**config.mk**
```make
export PLATFORM = sky130hd
export DESIGN_NAME = picorv32_mem_responder
export DESIGN_NICKNAME = d
export VERILOG_FILES = /design/src/rtl/picorv32_mem_responder.sv
export SDC_FILE = /design/constraint.sdc
export NUM_CORES = 1
export LEC_CHECK = 0
export BUFFER_PORTS_ARGS = -buffer_cell sky130_fd_sc_hd__buf_2
export CORE_MARGIN = 10
export CORE_UTILIZATION = 30
export CTS_BUF_LIST = sky130_fd_sc_hd__clkbuf_4 sky130_fd_sc_hd__clkbuf_8
export CTS_CLUSTER_SIZE = 40
export DETAILED_ROUTE_END_ITERATION = 6
export PLACE_DENSITY_LB_ADDON = 0.08
export REMOVE_ABC_BUFFERS = 1
export SLEW_MARGIN = 20
export SYNTH_ARGS = -nofsm -noshare
export SYNTH_HDL_FRONTEND = slang
export SYNTH_SLANG_ARGS = --single-unit
```
**constraint.sdc**
```tcl
create_clock -name clk -period 8.6 [get_ports clk]
set_input_delay 1.29 -clock clk [delete_from_list [all_inputs] [get_ports clk]]
set_output_delay 1.29 -clock clk [all_outputs]
set_load 0.05 [all_outputs]
```
**src/rtl/picorv32_mem_responder.sv**
```systemverilog
// PicoRV32 native memory bus to single-port SRAM responder.
// Serves one request at a time; out-of-range addresses return ERR_DATA with bus_err.
module picorv32_mem_responder #(
    parameter logic [31:0] BASE_ADDR    = 32'h0000_0000,
    parameter int unsigned ADDR_WORDS   = 512,
    parameter int unsigned READ_LATENCY = 1,
    parameter logic [31:0] ERR_DATA     = 32'hDEAD_BEEF,
    localparam int unsigned ADDR_BITS   = $clog2(ADDR_WORDS)
) (
    input  logic                 clk,
    input  logic                 reset,
    input  logic                 mem_valid,
    input  logic                 mem_instr,
    input  logic [31:0]          mem_addr,
    input  logic [31:0]          mem_wdata,
    input  logic [3:0]           mem_wstrb,
    output logic                 mem_ready,
    output logic [31:0]          mem_rdata,
    output logic                 bus_err,
    output logic [31:0]          err_addr,
    output logic                 sram_csb,
    output logic                 sram_web,
    output logic [3:0]           sram_wmask,
    output logic [ADDR_BITS-1:0] sram_addr,
    output logic [31:0]          sram_din,
    input  logic [31:0]          sram_dout
);

    typedef enum logic [2:0] {StIdle, StIssue, StWait, StResp, StErr} state_e;

    localparam logic [32:0] SPAN = 33'(ADDR_WORDS) << 2;

    state_e      state_q, state_d;
    logic [31:0] addr_q;
    logic [31:0] wdata_q;
    logic [3:0]  wstrb_q;
    logic [1:0]  cnt_q;
    logic [31:0] rdata_q;
    logic [31:0] err_addr_q;

    logic [32:0] req_off;
    logic        in_range;
    logic [31:0] word_off;
    logic        is_read;
    logic        unused_bits;

    // 33-bit offset so a window reaching the top of the address space cannot wrap
    assign req_off  = {1'b0, mem_addr} - {1'b0, BASE_ADDR};
    assign in_range = (mem_addr >= BASE_ADDR) && (req_off < SPAN);
    assign word_off = addr_q - BASE_ADDR;
    assign is_read  = (wstrb_q == 4'b0000);
    assign err_addr = err_addr_q;

    assign unused_bits = ^{mem_instr, word_off};

    always_ff @(posedge clk or posedge reset) begin
        if (reset) begin
            state_q    <= StIdle;
            addr_q     <= '0;
            wdata_q    <= '0;
            wstrb_q    <= '0;
            cnt_q      <= '0;
            rdata_q    <= '0;
            err_addr_q <= '0;
        end else begin
            state_q <= state_d;
            if (state_q == StIdle && mem_valid) begin
                addr_q  <= mem_addr;
                wdata_q <= mem_wdata;
                wstrb_q <= mem_wstrb;
            end
            if (state_q == StIssue && is_read) begin
                cnt_q <= 2'(READ_LATENCY);
            end
            if (state_q == StWait) begin
                cnt_q <= cnt_q - 2'd1;
                if (cnt_q == 2'd1) begin
                    rdata_q <= sram_dout;
                end
            end
            if (state_q == StErr) begin
                err_addr_q <= addr_q;
            end
        end
    end

    always_comb begin
        state_d    = state_q;
        sram_csb   = 1'b1;
        sram_web   = 1'b1;
        sram_wmask = wstrb_q;
        sram_addr  = word_off[ADDR_BITS+1:2];
        sram_din   = wdata_q;
        mem_ready  = 1'b0;
        bus_err    = 1'b0;
        mem_rdata  = '0;
        unique case (state_q)
            StIdle: begin
                if (mem_valid) begin
                    state_d = in_range ? StIssue : StErr;
                end
            end
            StIssue: begin
                sram_csb = 1'b0;
                sram_web = is_read;
                state_d  = is_read ? StWait : StResp;
            end
            StWait: begin
                if (cnt_q == 2'd1) begin
                    state_d = StResp;
                end
            end
            StResp: begin
                mem_ready = 1'b1;
                mem_rdata = is_read ? rdata_q : 32'h0;
                state_d   = StIdle;
            end
            StErr: begin
                mem_ready = 1'b1;
                bus_err   = 1'b1;
                mem_rdata = ERR_DATA;
                state_d   = StIdle;
            end
            default: state_d = StIdle;
        endcase
    end

endmodule
```
==> results by group, run 1 <==
Synthesis
  – Mux contribution to synthesized area: between 20% and 30%
  – Synth warnings: 0
  – Distinct cell type count after synthesis: 30
  – Post-Synth XOR/XNOR Area: less than 1%
  – Mean post-synth cell area: 15.5 sq um
  – Cell area after synthesis: 0.00571 sq mm
  – Synth Register Bits: around 140
  – Largest family of logic cells by synthesized area: multiplexers
  – Sequential fraction of the synthesis area: about three fifths
  – Mapped Cells: between 300 and 400
  – Simple-gate share of the synthesized area: 3.64%
  – Synth Area in Adders: 0.219%
  – Synth Area in Compound Gates: slightly above 4%

Power and ir drop
  – Sequential power share: between 40% and 50%
  – Comb pwr share: roughly 29%
  – P_leak: around 3.7 nW
  – Worst IR Drop VDD: 101 uV
  – P_sw: roughly 0.00068 W
  – Clock network power share: 28.7%
  – Int Pwr: ~0.0011 W
  – Switching Share: 37.6%
  – Total power: ~0.0018 W
  – Power Density: approximately 250 mW/mm^2

Critical path
  – CP max stage delay: 890 ps
  – Slowest CP cell: nor3b_4
  – Arr. time, crit path: 2900 ps
  – Reg-to-reg setup timing slack: between 5000 and 6000 ps
  – Crit-path max FO: 37
  – Startpoint types: flip-flop
  – Buffers & Inverters on Critical Path: 2
  – Top Family by Delay on Critical Path: simple AND/OR/NAND/NOR gates
  – Setup crit end kind: primary output
  – Crit path required time: ~7300 ps
  – Crit-path cells: nor3b_4, buf_4, a21o_1, buf_2
  – WS Path Type: flip-flop to primary output

Clock tree
  – TritonCTS buffer count: 17
  – CTS Buffer Depth: 2
  – CTS Hold Buffers Added: 0
  – Setup bufs post-CTS: 0
  – Clk root buf: clkbuf_8
  – CTS tree: yes
  – Clock Sinks: about 140
  – Post-cts resize count: 0
  – Worst-Skew Late Latency: 440 ps
  – CTS H-tree lvls: 4
  – Clock transition at path regs: approximately 80 ps

Layout
  – Share of cells above drive strength 1: between 60% and 70%
  – Final Net Count: 680
  – Area Growth Syn to Fin: 27.9%
  – Fill cells: roughly 1800
  – Commonest non-fill, non-tap cell in the layout: buf_2
  – Layout Utilization: approximately two fifths
  – Commonest non-fill, non-tap cells in the layout: buf_2 (215), dfrtp_1 (137), mux2_2 (93), mux2_4 (30), a21o_1 (25)
  – Non-filler cells, final: around 820

Drt
  – Routed WL per cell: 17.9 microns
  – 1st-iter DRT viols: 126
  – Total iterations of the first detailed-routing run: 4
  – Final WL: around 15000 microns
  – Number of routed nets with antenna violations: 0
  – DRC: 0
  – Vias per cell: 4.48
  – Via count: roughly 3700

Timing
  – Setup-failing EPs final: 0
  – Setup TNS: 0 ps
  – Final period util: about 50%
  – Max-slew headroom: ~29%
  – Unrepaired setup endpoints after global routing: false
  – Measured slew at the worst slew-check pin: about 1100 ps
  – Pins Over Slew Limit: 0
  – Hold Slack: roughly 490 ps
  – Hold Fails Final Rpt: 0
  – F_max: 239 MHz
  – Layout Skew: around 14 ps
  – Min Tclk post-route: 4190 ps

Placed design
  – Post-detail-place hpwl: 10500 microns
  – Number of port buffers: around 220
  – Placed cells: between 700 and 800
  – GP Congestion: 0.715

Floorplan
  – Core area: about 0.019 sq mm
  – Die Wd: ~160 microns
  – Die H: 158 microns
  – Die Footprint: around 0.025 sq mm
  – I/O Pins: 217
  – Initial Utilization: between 30% and 40%
  – Site Rows: 50

Worst hold path
  – Hold WC Path Type: flip-flop to flip-flop

Global routing
  – Largest net degree at the start of global routing: 86
  – Overall Global Routing Usage: 11.9%
  – Global route overflow: 0
  – Antenna violations before repair: 2
  – Vias in the first global route: roughly 4000
  – First-pass GRT wire length: ~23000 microns

Run
  – Max cap viols: 0

Status
  – Outcome: completed
-- cell families after synthesis --
group           count (synthesis)
compound gates                 31
xor+xnor                        2
fa+ha+maj                       1
buf+inv                        34
flops                         137
mux                           132
simple gates                   32
-- worst register-to-register path, stage by stage, from the launching register on --
cell and delay [ps]:
dfrtp_1 570, nor3b_4 890, buf_4 600, mux2_2 440
-- synthesized netlist by cell type --
cell      instances  area (sq um)
nand4_1           1          6.26
ha_1              1          12.5
buf_6             3          33.8
a211oi_1          1          7.51
nand2_1           2          7.51
or4_1             1          7.51
nand2b_1          2          12.5
nor2_1            4          15.0
buf_2            13          65.1
clkbuf_1          2          7.51
nor3_1            2          10.0
nor2_2            1          6.26
mux2_1            9           101
a21oi_1           2          10.0
nor4b_4           1          23.8
o221a_2           1          11.3
and3_1            2          12.5
o31a_1            1          8.76
xnor2_1           2          17.5
inv_1             3          11.3
a21o_1           25           188
and2_1            8          50.1
nor2b_1           2          12.5
dfrtp_1         137          3430
nor3b_2           1          12.5
buf_4            13          97.6
o22ai_1           1          6.26
mux2_4           30           450
mux2_2           93          1050
nor4_1            5          31.3
-- per-stage QoR --
step           setup slack (ps)  cell area [sq um]
4_1_cts                    4250               7300
2_1_floorplan              3640               5510
3_3_place_gp               4750               6910
3_5_place_dp               4750               6910
5_1_grt                    4110               7300
6_report                   4410               7300
-- final cells by class --
class                   count  area [sq um]  area share (%)
flip-flops and latches    137          3430            46.9
multi-input cells         198          2080            28.4
repair buffers            218          1100            15.0
well taps                 234           293            4.01
clock buffers              18           241            3.31
clock inverters            14           146            2.00
inverters                   3          16.3           0.223
diodes                      1          2.50          0.0343
-- worst paths after layout --
check	from	end	depth (start not counted)
max	state_q[1]	mem_rdata[30]	4
min	sram_din[4]	sram_din[4]	1
max reg2reg	state_q[1]	err_addr[31]	3
min reg2reg	sram_din[4]	sram_din[4]	1
max in group asynchronous	reset	sram_din[12]	3
min in group asynchronous	reset	sram_din[13]	2
-- sequential cells by signal, indices dropped and copies added, names as in the netlist --
register,cells
sram_wmask,4
cnt_q,2
state_q,3
rdata_q,32
addr_q,32
sram_din,32
err_addr,32
-- routing by layer --
| metal | vias up | global-route usage [%] | share of wire [%] |
|---|---|---|---|
| met1 | 1804 | 14.1 | 41 |
| met3 | 12 | 7.35 | 14 |
| met2 | 152 | 17.1 | 44 |
| met5 | - | 0 | 0 |
| met4 | 0 | 4.23 | 1.2 |
| li1 | 1717 | - | - |
-- power groups by stage --
| stage | registers, W | clock network (W) | logic [W] |
|---|---|---|---|
| after floorplan | 0.00102 | 0 | 0.000146 |
| after global placement | 0.000779 | 0 | 0.000533 |
| after detailed placement | 0.000783 | 0 | 0.000537 |
| after CTS | 0.000772 | 0.000548 | 0.000537 |
| after global routing | 0.000783 | 0.000574 | 0.000556 |
| final | 0.000770 | 0.000522 | 0.000526 |
No activity file was read; power rests on OpenSTA's default activity.
==> run 2: changes to the inputs <==
--- a/config.mk
+++ b/config.mk
@@ -5,6 +5,7 @@
 export SDC_FILE = /design/constraint.sdc
 export NUM_CORES = 1
 export LEC_CHECK = 0
+export ABC_AREA = 1
 export BUFFER_PORTS_ARGS = -buffer_cell sky130_fd_sc_hd__buf_2
 export CORE_MARGIN = 10
 export CORE_UTILIZATION = 30
==> constraint.sdc (replaced) <==
create_clock -name clk -period 3.4 [get_ports clk]
set_input_delay 0.51 -clock clk [delete_from_list [all_inputs] [get_ports clk]]
set_output_delay 0.51 -clock clk [all_outputs]
set_load 0.05 [all_outputs]
==> results by group, run 2 <==
Placed design
  – Post-place setup slack: around 1200 ps
  – Placed cells: just under 1000
  – Number of port buffers: 215
  – Post-detail-place hpwl: approximately 11000 microns
  – GP Congestion: 0.785

Floorplan
  – Core area: 0.0186 sq mm
  – Initial Utilization: 30.5%
  – Die Wd: around 160 microns
  – I/O Pins: approximately 220
  – Die H: 158 microns
  – Site Rows: 50
  – Die Footprint: approximately 0.025 sq mm

Synthesis
  – Share of the synthesized area in the top cell type: between 60% and 70%
  – Sequential fraction of the synthesis area: between 60% and 70%
  – Synth warnings: 0
  – Count leader, synth: dfrtp_1
  – Post-synth EDFFs: 0
  – Synth Register Bits: around 140
  – Post-synth top cells: dfrtp_1 (137), o21ai_0 (90), nand2_1 (79)
  – Synth area leaders: dfrtp_1 (60%), mux2_4 (9.3%), o21ai_0 (7.9%)
  – Cell area after synthesis: around 0.0057 sq mm
  – Main synth FF type: dfrtp_1
  – Cell type with the largest total area after synthesis: dfrtp_1
  – Distinct cell type count after synthesis: 20
  – Mean post-synth cell area: around 10 sq um
  – Ys async rst share: 100%
  – Mapped Cells: between 500 and 600

Layout
  – Fill cells: between 1500 and 2000
  – Non-filler cells, final: 1006
  – Commonest non-fill, non-tap cells in the layout: buf_2 (215), dfrtp_1 (137), o21ai_0 (90), nand2_1 (78), inv_1 (73)
  – Reg area: 0.00343 sq mm
  – Final Net Count: ~860
  – Multi-input logic area: around 0.0018 sq mm
  – Share of cells above drive strength 1: about 39%
  – Area Growth Syn to Fin: 30.1%
  – Commonest non-fill, non-tap cell in the layout: buf_2
  – Layout Utilization: about two fifths

Critical path
  – Critical path startpoint: state_q[0]
  – Arr. time, crit path: around 2200 ps
  – Reg-to-reg startpoint: state_q[0]
  – Crit path required time: between 2000 and 3000 ps
  – WS Path Type: flip-flop to primary output
  – Setup crit end kind: primary output
  – Crit-path max FO: 55
  – Startpoint types: flip-flop

Power and ir drop
  – Sequential power share: around two fifths
  – Power Density: between 600 and 700 mW/mm^2
  – P_sw: around 0.0016 W
  – Worst IR Drop VDD: ~220 uV
  – P_leak: about 3.9 nW
  – Switching Share: about a third
  – Total power: 0.00472 W
  – Clock network power share: between 30% and 40%
  – Int Pwr: 0.00311 W
  – Comb pwr share: around a quarter

Clock tree
  – Clk root buf: clkbuf_8
  – Setup bufs post-CTS: 0
  – TritonCTS buffer count: 17
  – Post-cts resize count: 0
  – CTS H-tree lvls: 4
  – CTS tree: yes
  – CTS Buffer Depth: 2
  – Worst-Skew Late Latency: 440 ps
  – Clock transition at path regs: roughly 80 ps
  – CTS Hold Buffers Added: 0
  – Clock Sinks: 137

Drt
  – 1st-iter DRT viols: about 180
  – Via count: roughly 4300
  – Final WL: 15200 microns
  – Number of routed nets with antenna violations: 0
  – Routed WL per cell: about 15 microns
  – DRC: 0
  – Total iterations of the first detailed-routing run: 4
  – Vias per cell: between 4 and 5

Worst hold path
  – Hold WC Path Type: primary input to asynchronous set/reset pin

Timing
  – Layout Skew: roughly 13 ps
  – Max-slew headroom: a little under two fifths
  – Min Tclk post-route: between 2000 and 3000 ps
  – Unrepaired setup endpoints after global routing: false
  – Pins Over Slew Limit: 0
  – Measured slew at the worst slew-check pin: slightly above 900 ps
  – Post-route setup slack: between 700 and 800 ps
  – Final period util: approximately four fifths
  – Setup-failing EPs final: 0
  – Hold Fails Final Rpt: 0
  – F_max: between 300 and 400 MHz
  – Setup TNS: 0 ps

Global routing
  – First-pass GRT wire length: around 24000 microns
  – Global route overflow: 0
  – Vias in the first global route: approximately 4600
  – Largest net degree at the start of global routing: 93
  – Antenna violations before repair: 2
  – Overall Global Routing Usage: 12.4%

Run
  – Max cap viols: 0

Status
  – Outcome: completed
run 2: cell types whose count changed in the layout (fill, tap and decap cells not counted), sizes merged, moves of 3 or more:
cell,delta
o21ai,+90
a21oi,+33
mux2,-96
nor2,+53
nor4,-5
a21o,-25
inv,+70
bufinv,+3
and2,-8
clkbuf,+4
nand2,+78
run 2: critical path: stages (launching register included):
cell,delay (ps)
dfrtp_1,430
nor2_2,130
nand2_2,540
o21ai_0,300
buf_2,310
run 2: power groups by stage:
stage	Sequential, W	Combinational (W)	Clock (W)
floorplan	0.00246	0.000370	0
global placement	0.00194	0.00121	0
detailed placement	0.00195	0.00123	0
CTS	0.00192	0.00123	0.00166
finish	0.00192	0.00120	0.00160
global route	0.00194	0.00129	0.00171
run 2: path summary, 6_finish.rpt:
check / slack, ps / to / cells after the start
min in group clk: 280 / addr_q[10] / 3
hold / removal: 250 / rdata_q[19] / 2
setup reg to reg: 1430 / sram_din[31] / 5
setup / recovery: 740 / mem_rdata[6] / 4
max in group asynchronous: 2390 / sram_din[22] / 3
hold reg to reg: 480 / cnt_q[0] / 1
run 2: cells by family (layout without fill, tap and decap cells):
family / after synthesis / after routing / share of synthesized area [%]
simple gates: 143 / 143 / 9.80
compound gates: 126 / 126 / 11.1
fa+ha+maj: 1 / 1 / 0.220
buf+inv: 114 / 328 / 9.03
other cells: 0 / 1 / 0
flops: 137 / 137 / 60.4
mux: 36 / 36 / 9.45
run 2: stage by stage:
stage	hold WS (ps)	area, sq um
after global routing	250	7390
after floorplan	446	5450
after CTS	242	7380
after global placement	458	6900
final	248	7390
after detailed placement	468	6900
run 2: routing by layer:
layer	GRT usage [%]	up-vias	share of wire (%)
li1	-	2155	-
met1	14.4	1970	43
met2	19.6	155	45
met3	6.00	16	9.8
met4	4.67	2	1.3
met5	0	-	0.085
run 2: layout make-up:
cell class              count  area share, %
diodes                      1         0.0339
flip-flops and latches    137           46.4
inverters                  76           3.93
clock inverters            10           2.56
well taps                 234           3.96
repair buffers            220           15.4
clock buffers              22           4.01
multi-input cells         306           23.7
